`src/rtl/alu_mul_sequencer_if.sv`:
```
// alu_mul_sequencer_if: start/busy/done handshake and operand/product bus of the multiplier
//   start        issuer -> sequencer  request, honoured only while busy=0
//   multiplicand issuer -> sequencer  operand M, captured on an accepted start
//   multiplier   issuer -> sequencer  operand Q, captured on an accepted start
//   busy         sequencer -> issuer  multiply in flight
//   done         sequencer -> issuer  one-cycle completion pulse
//   product      sequencer -> issuer  registered 64-bit result
interface alu_mul_sequencer_if;
    logic        start;
    logic [31:0] multiplicand;
    logic [31:0] multiplier;
    logic        busy;
    logic        done;
    logic [63:0] product;
    modport master (output start, multiplicand, multiplier, input busy, done, product);
    modport slave (input start, multiplicand, multiplier, output busy, done, product);
endinterface

```
`src/rtl/alu_mul_sequencer.sv`:
```
// alu_mul_sequencer: 32x32->64 unsigned shift-and-add multiplier driving one shared 32-bit ALU
//   alu32:             i_command, i_a, i_b -> o_result, o_carryout (combinational)
//   alu_mul_sequencer: clk, reset (sync, active-high), bus (slave side of alu_mul_sequencer_if)
module alu32 (
    input  logic [2:0]  i_command,
    input  logic [31:0] i_a,
    input  logic [31:0] i_b,
    output logic [31:0] o_result,
    output logic        o_carryout
);
    logic [32:0] w_add;
    logic [32:0] w_sub;
    assign w_add = {1'b0, i_a} + {1'b0, i_b};
    assign w_sub = {1'b0, i_a} + {1'b0, ~i_b} + 33'd1;
    always_comb begin
        o_result   = 32'd0;
        o_carryout = 1'b0;
        case (i_command)
            3'd0:    {o_carryout, o_result} = w_add;
            3'd1:    {o_carryout, o_result} = w_sub;
            3'd2:    o_result = i_a & i_b;
            3'd3:    o_result = i_a | i_b;
            3'd4:    o_result = i_a ^ i_b;
            default: o_result = 32'd0;
        endcase
    end
endmodule

module alu_mul_sequencer (
    input  logic                 clk,
    input  logic                 reset,
    alu_mul_sequencer_if.slave   bus
);
    typedef enum logic [1:0] {IDLE, RUN, DONE} state_t;
    localparam logic [2:0] ALU_ADD = 3'd0;
    state_t      r_state;
    state_t      w_next;
    logic [63:0] r_p;
    logic [31:0] r_m;
    logic [4:0]  r_cnt;
    logic [63:0] r_product;
    logic [31:0] w_sum;
    logic        w_carry;
    logic [63:0] w_step;
    logic        w_last;
    alu32 u_alu (
        .i_command  (ALU_ADD),
        .i_a        (r_p[63:32]),
        .i_b        (r_p[0] ? r_m : 32'd0),
        .o_result   (w_sum),
        .o_carryout (w_carry)
    );
    // add, then shift right one with the ALU carry landing in P[63]
    assign w_step = {w_carry, w_sum, r_p[31:1]};
    assign w_last = (r_cnt == 5'd31);
    always_ff @(posedge clk) begin
        if (reset) r_state <= IDLE;
        else       r_state <= w_next;
    end
    always_comb begin
        w_next = r_state;
        w_next = (r_state == IDLE) ? (bus.start ? RUN : IDLE) :
                 (r_state == RUN)  ? (w_last ? DONE : RUN) : IDLE;
    end
    always_ff @(posedge clk) begin
        if (reset) begin
            r_p       <= 64'd0;
            r_m       <= 32'd0;
            r_cnt     <= 5'd0;
            r_product <= 64'd0;
        end else if (r_state == IDLE && bus.start) begin
            r_p   <= {32'd0, bus.multiplier};
            r_m   <= bus.multiplicand;
            r_cnt <= 5'd0;
        end else if (r_state == RUN) begin
            r_p   <= w_step;
            r_cnt <= r_cnt + 5'd1;
            if (w_last) r_product <= w_step;
        end
    end
    // decoded from the state register only, so no path from start
    assign bus.busy    = (r_state != IDLE);
    assign bus.done    = (r_state == DONE);
    assign bus.product = r_product;
endmodule

```
`src/flat_wrapper.sv`:
```
// flat-port wrapper written by rule: the top's interface ports become plain ports
module alu_mul_sequencer_flat 
  (clk, reset, bus_start, bus_multiplicand, bus_multiplier, bus_busy, bus_done, bus_product);
  alu_mul_sequencer_if bus_i ();
  input  logic clk;
  input  logic reset;
  input wire logic [$bits(bus_i.start)-1:0] bus_start;
  input wire logic [$bits(bus_i.multiplicand)-1:0] bus_multiplicand;
  input wire logic [$bits(bus_i.multiplier)-1:0] bus_multiplier;
  output wire logic [$bits(bus_i.busy)-1:0] bus_busy;
  output wire logic [$bits(bus_i.done)-1:0] bus_done;
  output wire logic [$bits(bus_i.product)-1:0] bus_product;
  assign bus_i.start = bus_start;
  assign bus_i.multiplicand = bus_multiplicand;
  assign bus_i.multiplier = bus_multiplier;
  assign bus_busy = bus_i.busy;
  assign bus_done = bus_i.done;
  assign bus_product = bus_i.product;
  alu_mul_sequencer u_core (.clk(clk), .reset(reset), .bus(bus_i));
endmodule
```
`config.mk`:
```
export PLATFORM = sky130hd
export DESIGN_NAME = alu_mul_sequencer_flat
export DESIGN_NICKNAME = d
export VERILOG_FILES = /design/src/rtl/alu_mul_sequencer_if.sv /design/src/rtl/alu_mul_sequencer.sv /design/src/flat_wrapper.sv
export SDC_FILE = /design/constraint.sdc
export NUM_CORES = 1
export LEC_CHECK = 0
export ABC_AREA = 1
export ABC_CLOCK_PERIOD_IN_PS = 2100
export CAP_MARGIN = 40
export CORE_UTILIZATION = 30
export DETAILED_ROUTE_END_ITERATION = 10
export PLACE_DENSITY_LB_ADDON = 0.08
export SYNTH_ARGS = -nofsm -noshare
export SYNTH_HDL_FRONTEND = slang
export SYNTH_SLANG_ARGS = --single-unit
```
`constraint.sdc`:
```
create_clock -name clk -period 2.1 [get_ports clk]
set_clock_uncertainty 0.15 [all_clocks]
set_input_delay 0.21 -clock clk [delete_from_list [all_inputs] [get_ports clk]]
set_output_delay 0.21 -clock clk [all_outputs]
set_load 0.01 [all_outputs]
```
After elaboration in Yosys (flattened, before gate mapping) --
Index checks and enable logic that the tools add are counted. Widths: inputs -> output; s select.
Storage, ports and cells: register bits after elaboration 167, bits of input ports 67
Operators by class: add/subtract/negate cells 2, equal/unequal tests 3, muxes and demuxes 7, bitwise logic cells 1, reduce and logical (&&, ||, !) cells 6
Operators with widths (count):
- $mux 32 | 3
- $add 32x32->33 | 1
- $mux 2 | 3
- $add 5x1->5 const B | 1
- $eq 5x5->1 const B | 1
- $reduce_bool 2->1 | 2
- $reduce_and 3->1 | 1
- $eq 2x1->1 const B | 1
- $eq 2x2->1 const B | 1
- $logic_not 2->1 | 1
- $reduce_or 2->1 | 1
- $logic_and 1x1->1 | 1
- $mux 1 | 1
- $not 1->1 | 1

Logic depth before layout (Yosys ltp) --
Gate-level depths: netlist of run 1.
word-level depth 4, depth in mapped cells 17

Cells and area by module --
From an unflattened synthesis of run 1, not the netlist that was laid out.
Unflattened totals: cell total of the unflattened synthesis 2250, area, all modules 13300.3 um^2
By module, submodules not included:
- alu_mul_sequencer | times used 1, cells each 949, area an instance 6692.7 um^2
- alu32 | times used 1, cells each 1301, area an instance 6607.6 um^2

Worst setup path after synthesis of run 1 --
Ideal clock, no wire load.
path type reg2reg, from register u_core.r_p[0], to register u_core.r_product[47] (netlist: u_core.bus.product[47]), library setup time 0.116 ns, arrival time 1.986 ns, slack -0.152 ns, cell stages (with the launch flop) 16, buffers on the path 2, period minus slack after synthesis 2.252 ns, cells stage by stage dfxtp_1 -> clkbuf_1 -> clkbuf_1 -> nand2_1 -> inv_1 -> ha_1 -> nand2_1 -> inv_1 -> a21oi_1 -> nor2_1 -> nor2_1 -> nand2_1 -> nand2_1 -> nand3_1 -> o211ai_1 -> inv_1
Between the ends: longest elaborated chain between the ends 2
RTL lines:
- start: declaration | line alu_mul_sequencer.sv:38 | logic [63:0] r_p;
- start signal: assignment | line alu_mul_sequencer.sv:72 | r_p <= {32'd0, bus.multiplier};
- start signal: assignment | line alu_mul_sequencer.sv:76 | r_p <= w_step;
- $mux 32 | line alu_mul_sequencer.sv:49 | .i_b (r_p[0] ? r_m : 32'd0),
- $add 32x32->33 | line alu_mul_sequencer.sv:13 | assign w_add = {1'b0, i_a} + {1'b0, i_b};
- end signal: assignment | line alu_mul_sequencer.sv:78 | if (w_last) r_product <= w_step;
- end: declaration | line alu_mul_sequencer.sv:41 | logic [63:0] r_product;
No other way between the ends. A chain may end at the register's enable or synchronous reset.

Final worst setup path of run 1 --
from register u_core.r_p[0], to register u_core.r_p[51]
Between the ends: longest elaborated chain between the ends 2
RTL lines (line):
- $mux 32 | alu_mul_sequencer.sv:49
- $add 32x32->33 | alu_mul_sequencer.sv:13
No other way between the ends.

==> results of run 1 <==
## critical path: stages (launching register included)
cell and delay (ns):
dfxtp_4 0.39, buf_16 0.16, nand2_4 0.06, inv_2 0.04, ha_4 0.15, fa_2 0.39
nand3_2 0.11, nand3_4 0.09, nand3_2 0.10, nand3_4 0.12, nand3_4 0.11, nand2_1 0.06
nand2_1 0.07, nand3_1 0.06, nand2_1 0.07, inv_1 0.03
## cell families after synthesis
kind of cell | share of synthesized area [%]
XOR/XNOR | 1.46
buffers and inverters | 13.2
AO/OA/AOI/OAI | 10.7
flip-flops | 37.1
AND/OR/NAND/NOR | 32.6
adder cells (fa/ha/maj) | 4.94
## how the worst max path moves through the flow
stage | from | endpoint
after floorplan | u_core.r_p[0]$_SDFFE_PP0P_ | u_core.r_p[44]$_SDFFE_PP0P_
after global placement | u_core.r_p[0]$_SDFFE_PP0P_ | u_core.bus.product[62]$_SDFFE_PP0P_
after detailed placement | u_core.r_p[0]$_SDFFE_PP0P_ | u_core.bus.product[62]$_SDFFE_PP0P_
after CTS | u_core.r_p[0]$_SDFFE_PP0P_ | u_core.bus.product[61]$_SDFFE_PP0P_
after global routing | u_core.r_p[0]$_SDFFE_PP0P_ | u_core.r_p[61]$_SDFFE_PP0P_
final | u_core.r_p[0]$_SDFFE_PP0P_ | u_core.r_p[51]$_SDFFE_PP0P_
## metal layers
| layer | up-vias | GRT usage, % | wire length, um |
|---|---|---|---|
| met5 | - | 0 | 0 |
| met4 | 0 | 5.11 | 324 |
| met3 | 18 | 4.35 | 1200 |
| met2 | 112 | 35.9 | 14800 |
| met1 | 4116 | 23.7 | 13300 |
| li1 | 4678 | - | - |
## state kept, by name (all words and copies together), names as in the netlist
register	count
u_core.r_p	64
u_core.r_state	2
u_core.r_m	32
u_core.bus.product	64
u_core.r_cnt	5
## power groups by stage
stage / sequential (mW) / combinational [mW] / clock, mW
after floorplan: 3.43 / 0.560 / 0
after global placement: 3.46 / 0.946 / 0
after detailed placement: 3.46 / 0.949 / 0
after CTS: 3.40 / 1.04 / 3.46
after global routing: 3.42 / 1.17 / 3.58
final: 3.40 / 1.04 / 3.36
## what timing repair did
| action | 4_1_cts | 5_1_grt |
|---|---|---|
| setup endpoints to repair | 58 | 86 |
| buffers inserted | 2 | 1 |
| pin swaps | 11 | 5 |
| endpoints found under the hold margin | 1 | 0 |
| gates cloned | 1 | 0 |
| resized for setup | 146 | 70 |
| hold buffers | 1 | 0 |
## stage by stage
step	utilization, %	cells
floorplan	-	1386
global placement	38.3	1949
detailed placement	38.3	1949
CTS	42.8	1985
global route	43.7	1986
finish	43.7	1987
## layout by cell type, fill, tap and decap left out, types with 10 or more instances in the layout
| master | count |
|---|---|
| a31oi_1 | 14 |
| a221oi_1 | 18 |
| o21ai_0 | 41 |
| inv_1 | 213 |
| buf_4 | 87 |
| a21oi_1 | 14 |
| nand2_4 | 14 |
| nand2_1 | 322 |
| inv_2 | 21 |
| nor2_2 | 13 |
| o21ai_1 | 34 |
| clkdlybuf4s50_1 | 131 |
| nand3_2 | 14 |
| nor2_1 | 184 |
| a21oi_2 | 10 |
| nand2_2 | 56 |
| dfxtp_1 | 165 |
| ha_4 | 24 |
| o21a_1 | 16 |
| nand3_1 | 84 |
| clkbuf_16 | 17 |
## layout make-up
type | instances | area [um2] | area share, %
Antenna cell | 1 | 2.50 | 0.0193
Tap cell | 390 | 488 | 3.76
Timing Repair Buffer | 234 | 2220 | 17.2
Clock inverter | 14 | 179 | 1.38
Sequential cell | 167 | 3350 | 25.8
Inverter | 236 | 896 | 6.91
Clock buffer | 18 | 429 | 3.31
Multi-Input combinational cell | 927 | 5400 | 41.6
==> flow_summary_export.csv, run 1 <==
group,metric,value,unit
placement,dp_slack,-0.419,ns
placement,dpl.hpwl,21000,um
critical_path,critPathRequiredTime,2.28,ns
floorplan,die_h,175,um
critical_path,path_max_fanout,11,
clocking,cts.sinks,167,
synth,synth_nets,1488,
min_path,worstHoldEndpoint,"u_core.r_p[2]$_SDFFE_PP0P_",
synth,synth-edff-count,0,
cells_and_area,drive_gt1_share,20.4,%
global_route,grt_pass1_vias,9041,
min_path,worstHoldStart,"bus_multiplier[2]",
clocking,clock-root-buffer,"clkbuf_16",
placement,placed_area,0.0114,mm2
critical_path,ff2ff_setup_slack,-0.19,ns
critical_path,endpoint_kind,"flip-flop",
cells_and_area,final_area,0.0130,mm2
floorplan,floorplan.initialDensity,30.4,%
power_and_ir_drop,p_clk_share,43.1,%
timing,post-route-min-period,2.29,ns
placement,io_buffers,132,
run_status,violations,"negative setup slack",
power_and_ir_drop,switchingPower,2.20,mW
critical_path,cp-start-kind,"flip-flop",
synth,syn_area,0.00902,mm2
floorplan,num_rows,63,
synth,ys_seq_area_share,37.1,%
routing,avgViaCountPerCell,4.49,
power_and_ir_drop,p_int,5.59,mW
timing,setup_ws,-0.187,ns
clocking,numCtsBuffers,17,
timing,setup_viol,55,
clocking,clock_latency,0.44,ns
timing,tns,-5.95,ns
min_path,min_path_type,"in -> reg",
routing,firstDrtPassIters,6,
synth,ys_top_cells_by_count,"nand2_1 (382), inv_1 (231), nor2_1 (198)",
synth,synth-seq-cells,167,
synth,synth.top_cells.by_area,"dfxtp_1 (37%), nand2_1 (16%), inv_1 (9.6%), nor2_1 (8.2%), nand3_1 (5.6%)",
floorplan,core,0.0296,mm2
routing,ant_nets,0,
synth,syn_avg_cell_area,6.51,um2
critical_path,r2r_cells,15,
synth,yosysUniqueCellTypes,36,
global_route,grt_pass1_wl,47600,um
run_status,status,"finished, violations left",
timing,holdWs,0.197,ns
power_and_ir_drop,cellLeakagePower,6.32,nW
cells_and_area,fill_cells,3186,
synth,synth_ff_type,"dfxtp_1",
global_route,antenna_found_initial,1,
power_and_ir_drop,p_comb_share,13.3,%
routing,drt-initial-drc-count,255,
critical_path,cp.arrival,2.47,ns
placement,gp_congestion,0.918,
clocking,clkTransAtPathRegs,0.08,ns
synth,ys_warn_count,0,
critical_path,r2r_end,"u_core.r_p[51]$_SDFFE_PP0P_",
global_route,gr-total-overflow,0,
clocking,ctsLongestPathBuffers,2,
timing,fin_crit_sh,109,%
floorplan,dieArea,0.0308,mm2
synth,async_reset_ff_share,0,%
routing,wl_per_cell,14.9,um
floorplan,die_w,175,um
timing,slew_viol_final,0,
power_and_ir_drop,powerDensity,601,mW/mm2
routing,vias,8924,
synth,syn_inst,1386,
critical_path,r2r_start,"u_core.r_p[0]$_SDFFE_PP0P_",
timing,clock.fmax,0.437,GHz
timing,worstMarginPinSlew,0.788,ns
timing,hold_violations,0,
global_route,grt_max_degree,79,
timing,rsz0062_at_grt,"true",
power_and_ir_drop,max-vdd-ir-drop,441,uV
cells_and_area,areaGrowthSynthToFinish,43.8,%
synth,synth_top_area_share,37.1,%
power_and_ir_drop,swShare,28.2,%
synth,synth_area_leader_cell,"dfxtp_1",
global_route,grt_usage,19.9,%
synth,yosys.cell_count.top_type,"nand2_1",
min_path,hold_depth,3,
routing,routed_wl,29600,um
flow_run,maxCapViolCount,0,
clocking,htreeDepth,4,
cells_and_area,nets,1685,
power_and_ir_drop,p_seq_share,43.6,%
clocking,tritoncts,"done",
critical_path,path_class,"reg -> reg",
floorplan,pin_count,133,
timing,relSlewSlack,47.4,%
power_and_ir_drop,power,7.79,mW
routing,drc,0,
Power figures use the tool's default switching activity.
==> run 2: changes to the inputs <==
Settings changed: CORE_MARGIN set to 2.
==> flow_summary_export.csv, run 2 (synthesized netlist as in run 1, its figures left out) <==
group,metric,value,unit
clocking,numCtsBuffers,17,
floorplan,dieArea,0.0315,mm2
power_and_ir_drop,max-vdd-ir-drop,561,uV
power_and_ir_drop,p_seq_share,45.0,%
cells_and_area,fill_cells,3071,
cells_and_area,drive_gt1_share,26.7,%
cells_and_area,layout_common_cells,"nand2_1 (267), inv_1 (192), nor2_1 (174)",
critical_path,cp.arrival,2.52,ns
timing,slew_viol_final,0,
critical_path,cp-start-kind,"flip-flop",
routing,wl_per_cell,15.3,um
floorplan,die_h,177,um
routing,ant_nets,0,
timing,relSlewSlack,45.4,%
global_route,grt_pass1_vias,9008,
timing,tns,-7.31,ns
timing,holdWs,0.207,ns
placement,gp_congestion,0.853,
cells_and_area,multiInputGateArea,0.00604,mm2
timing,setup_viol,54,
timing,clock.fmax,0.428,GHz
power_and_ir_drop,cellLeakagePower,6.76,nW
clocking,clock_latency,0.45,ns
placement,dpl.hpwl,21200,um
clocking,clock-root-buffer,"clkbuf_16",
critical_path,crit_top_cell,"nand3_4",
global_route,gr-total-overflow,0,
floorplan,floorplan.initialDensity,30.4,%
routing,avgViaCountPerCell,4.52,
routing,drt-initial-drc-count,400,
routing,firstDrtPassIters,5,
floorplan,die_w,177,um
routing,drc,0,
cells_and_area,layout_commonest_cell,"nand2_1",
critical_path,path_class,"reg -> reg",
critical_path,cpMaxStageDelayCell,"dfxtp_4",
timing,post-route-min-period,2.34,ns
floorplan,pin_count,133,
clocking,clkTransAtPathRegs,0.08,ns
power_and_ir_drop,swShare,29.0,%
cells_and_area,nets,1680,
timing,setup_ws,-0.239,ns
global_route,grt_max_degree,71,
placement,placed_area,0.0113,mm2
routing,vias,8942,
clocking,tritoncts,"done",
cells_and_area,areaGrowthSynthToFinish,51.0,%
power_and_ir_drop,p_clk_share,40.1,%
global_route,grt_pass1_wl,47900,um
clocking,htreeDepth,4,
power_and_ir_drop,p_comb_share,15.0,%
timing,hold_violations,0,
critical_path,slowest_delay,0.41,ns
run_status,violations,"negative setup slack",
critical_path,critPathRequiredTime,2.29,ns
placement,io_buffers,132,
cells_and_area,diodes,0,
clocking,ctsLongestPathBuffers,2,
placement,dp_cells,1944,
critical_path,endpoint_kind,"flip-flop",
power_and_ir_drop,p_int,5.37,mW
floorplan,core,0.0296,mm2
flow_run,maxCapViolCount,0,
timing,fin_crit_sh,111,%
timing,worstMarginPinSlew,0.816,ns
critical_path,path_max_fanout,5,
routing,routed_wl,30200,um
power_and_ir_drop,powerDensity,556,mW/mm2
cells_and_area,final_area,0.0136,mm2
floorplan,num_rows,63,
clocking,cts.sinks,167,
cells_and_area,final-seq-area,0.00335,mm2
min_path,min_path_type,"in -> reg",
global_route,grt_usage,19.7,%
run_status,status,"finished, violations left",
power_and_ir_drop,switchingPower,2.20,mW
global_route,antenna_found_initial,0,
cells_and_area,final_cells,1980,
timing,rsz0062_at_grt,"true",
critical_path,path_cells,"clkbuf_16 > nand2_4 > inv_2 > ha_4 > fa_2 > nand3_2 > nand3_4 > nand3_4 > nand3_4 > nand3_4 > nand2_2 > nand2_2 > nand3_1 > nand2_1 > inv_1",
[run 2: cell count changes in the layout (fill, tap and decap cells not counted), moves of 5 or more]
cell,delta
nand3_4,+5
nor2_4,+5
nand3_2,+5
inv_1,-21
nand2_1,-55
inv_2,+17
nand2_4,+37
nand2_2,+16
buf_6,+10
nor2_2,+5
nor2_1,-10
nand3_1,-10
buf_4,-19
[run 2: stage by stage]
step                      utilization (%)  setup WS, ns  power [mW]
after floorplan                         -        0.0176        3.99
final                                45.9        -0.239        7.57
after global placement               38.2        -0.489        4.40
after detailed placement             38.2        -0.462        4.40
after CTS                            43.0        -0.182        7.61
after global routing                 45.9        -0.375        7.95
[run 2: path summary, 6_finish.rpt]
check | start | to | slack (ns) | cells past startpoint
worst max-delay path | u_core.r_p[0]$_SDFFE_PP0P_ | u_core.r_p[51]$_SDFFE_PP0P_ | -0.24 | 15
worst min-delay path | bus_multiplier[2] | u_core.r_p[2]$_SDFFE_PP0P_ | 0.21 | 3
worst min register to register | u_core.r_p[2]$_SDFFE_PP0P_ | u_core.bus.product[1]$_SDFFE_PP0P_ | 0.31 | 2
worst max register to register | u_core.r_p[0]$_SDFFE_PP0P_ | u_core.r_p[51]$_SDFFE_PP0P_ | -0.24 | 15
[run 2: cell type report]
class	instances	share of cell area, %
Clock buffer	18	3.15
Clock inverter	13	0.873
Inverter	236	6.65
Multi-Input combinational cell	927	44.4
Sequential cell	167	24.6
Tap cell	390	3.58
Timing Repair Buffer	229	16.7
[run 2: power groups by stage]
stage,logic (mW),clock network (mW),registers [mW]
6_report,1.13,3.03,3.40
5_1_grt,1.26,3.28,3.42
4_1_cts,1.05,3.16,3.40
3_5_place_dp,0.946,0,3.46
3_3_place_gp,0.942,0,3.46
2_1_floorplan,0.560,0,3.43
[run 2: layer usage]
metal | track usage, % | up-vias | routed length, um
met1 | 23.8 | 4118 | 13400
met2 | 34.8 | 142 | 15000
li1 | - | 4658 | -
met5 | 0 | - | 0
met4 | 4.41 | 0 | 399
met3 | 5.06 | 24 | 1410
[run 2: what timing repair did]
item / 4_1_cts / 5_1_grt
resized for setup: 177 / 225
hold buffers: 1 / 0
pin swaps: 17 / 76
endpoints found under the hold margin: 1 / 0
setup buffers: 2 / 3
setup endpoints to repair: 60 / 91
gates cloned: 1 / 2
[run 2: worst max-delay path: cells and delay by family, from the launching register on]
family                     cells  cell delay, ns
adders and majority gates      2            0.53
buffers and inverters          3            0.27
DFF                            1            0.41
and+or+nand+nor               10            0.86
==> run 3: changes to the inputs <==
--- a/constraint.sdc
+++ b/constraint.sdc
@@ -3,3 +3,3 @@
 set_input_delay 0.21 -clock clk [delete_from_list [all_inputs] [get_ports clk]]
 set_output_delay 0.21 -clock clk [all_outputs]
-set_load 0.01 [all_outputs]
+set_load 0.02 [all_outputs]
==> results of run 3 <==
The final DEF is identical to that of run 2. Status: finished, violations left: negative setup slack.
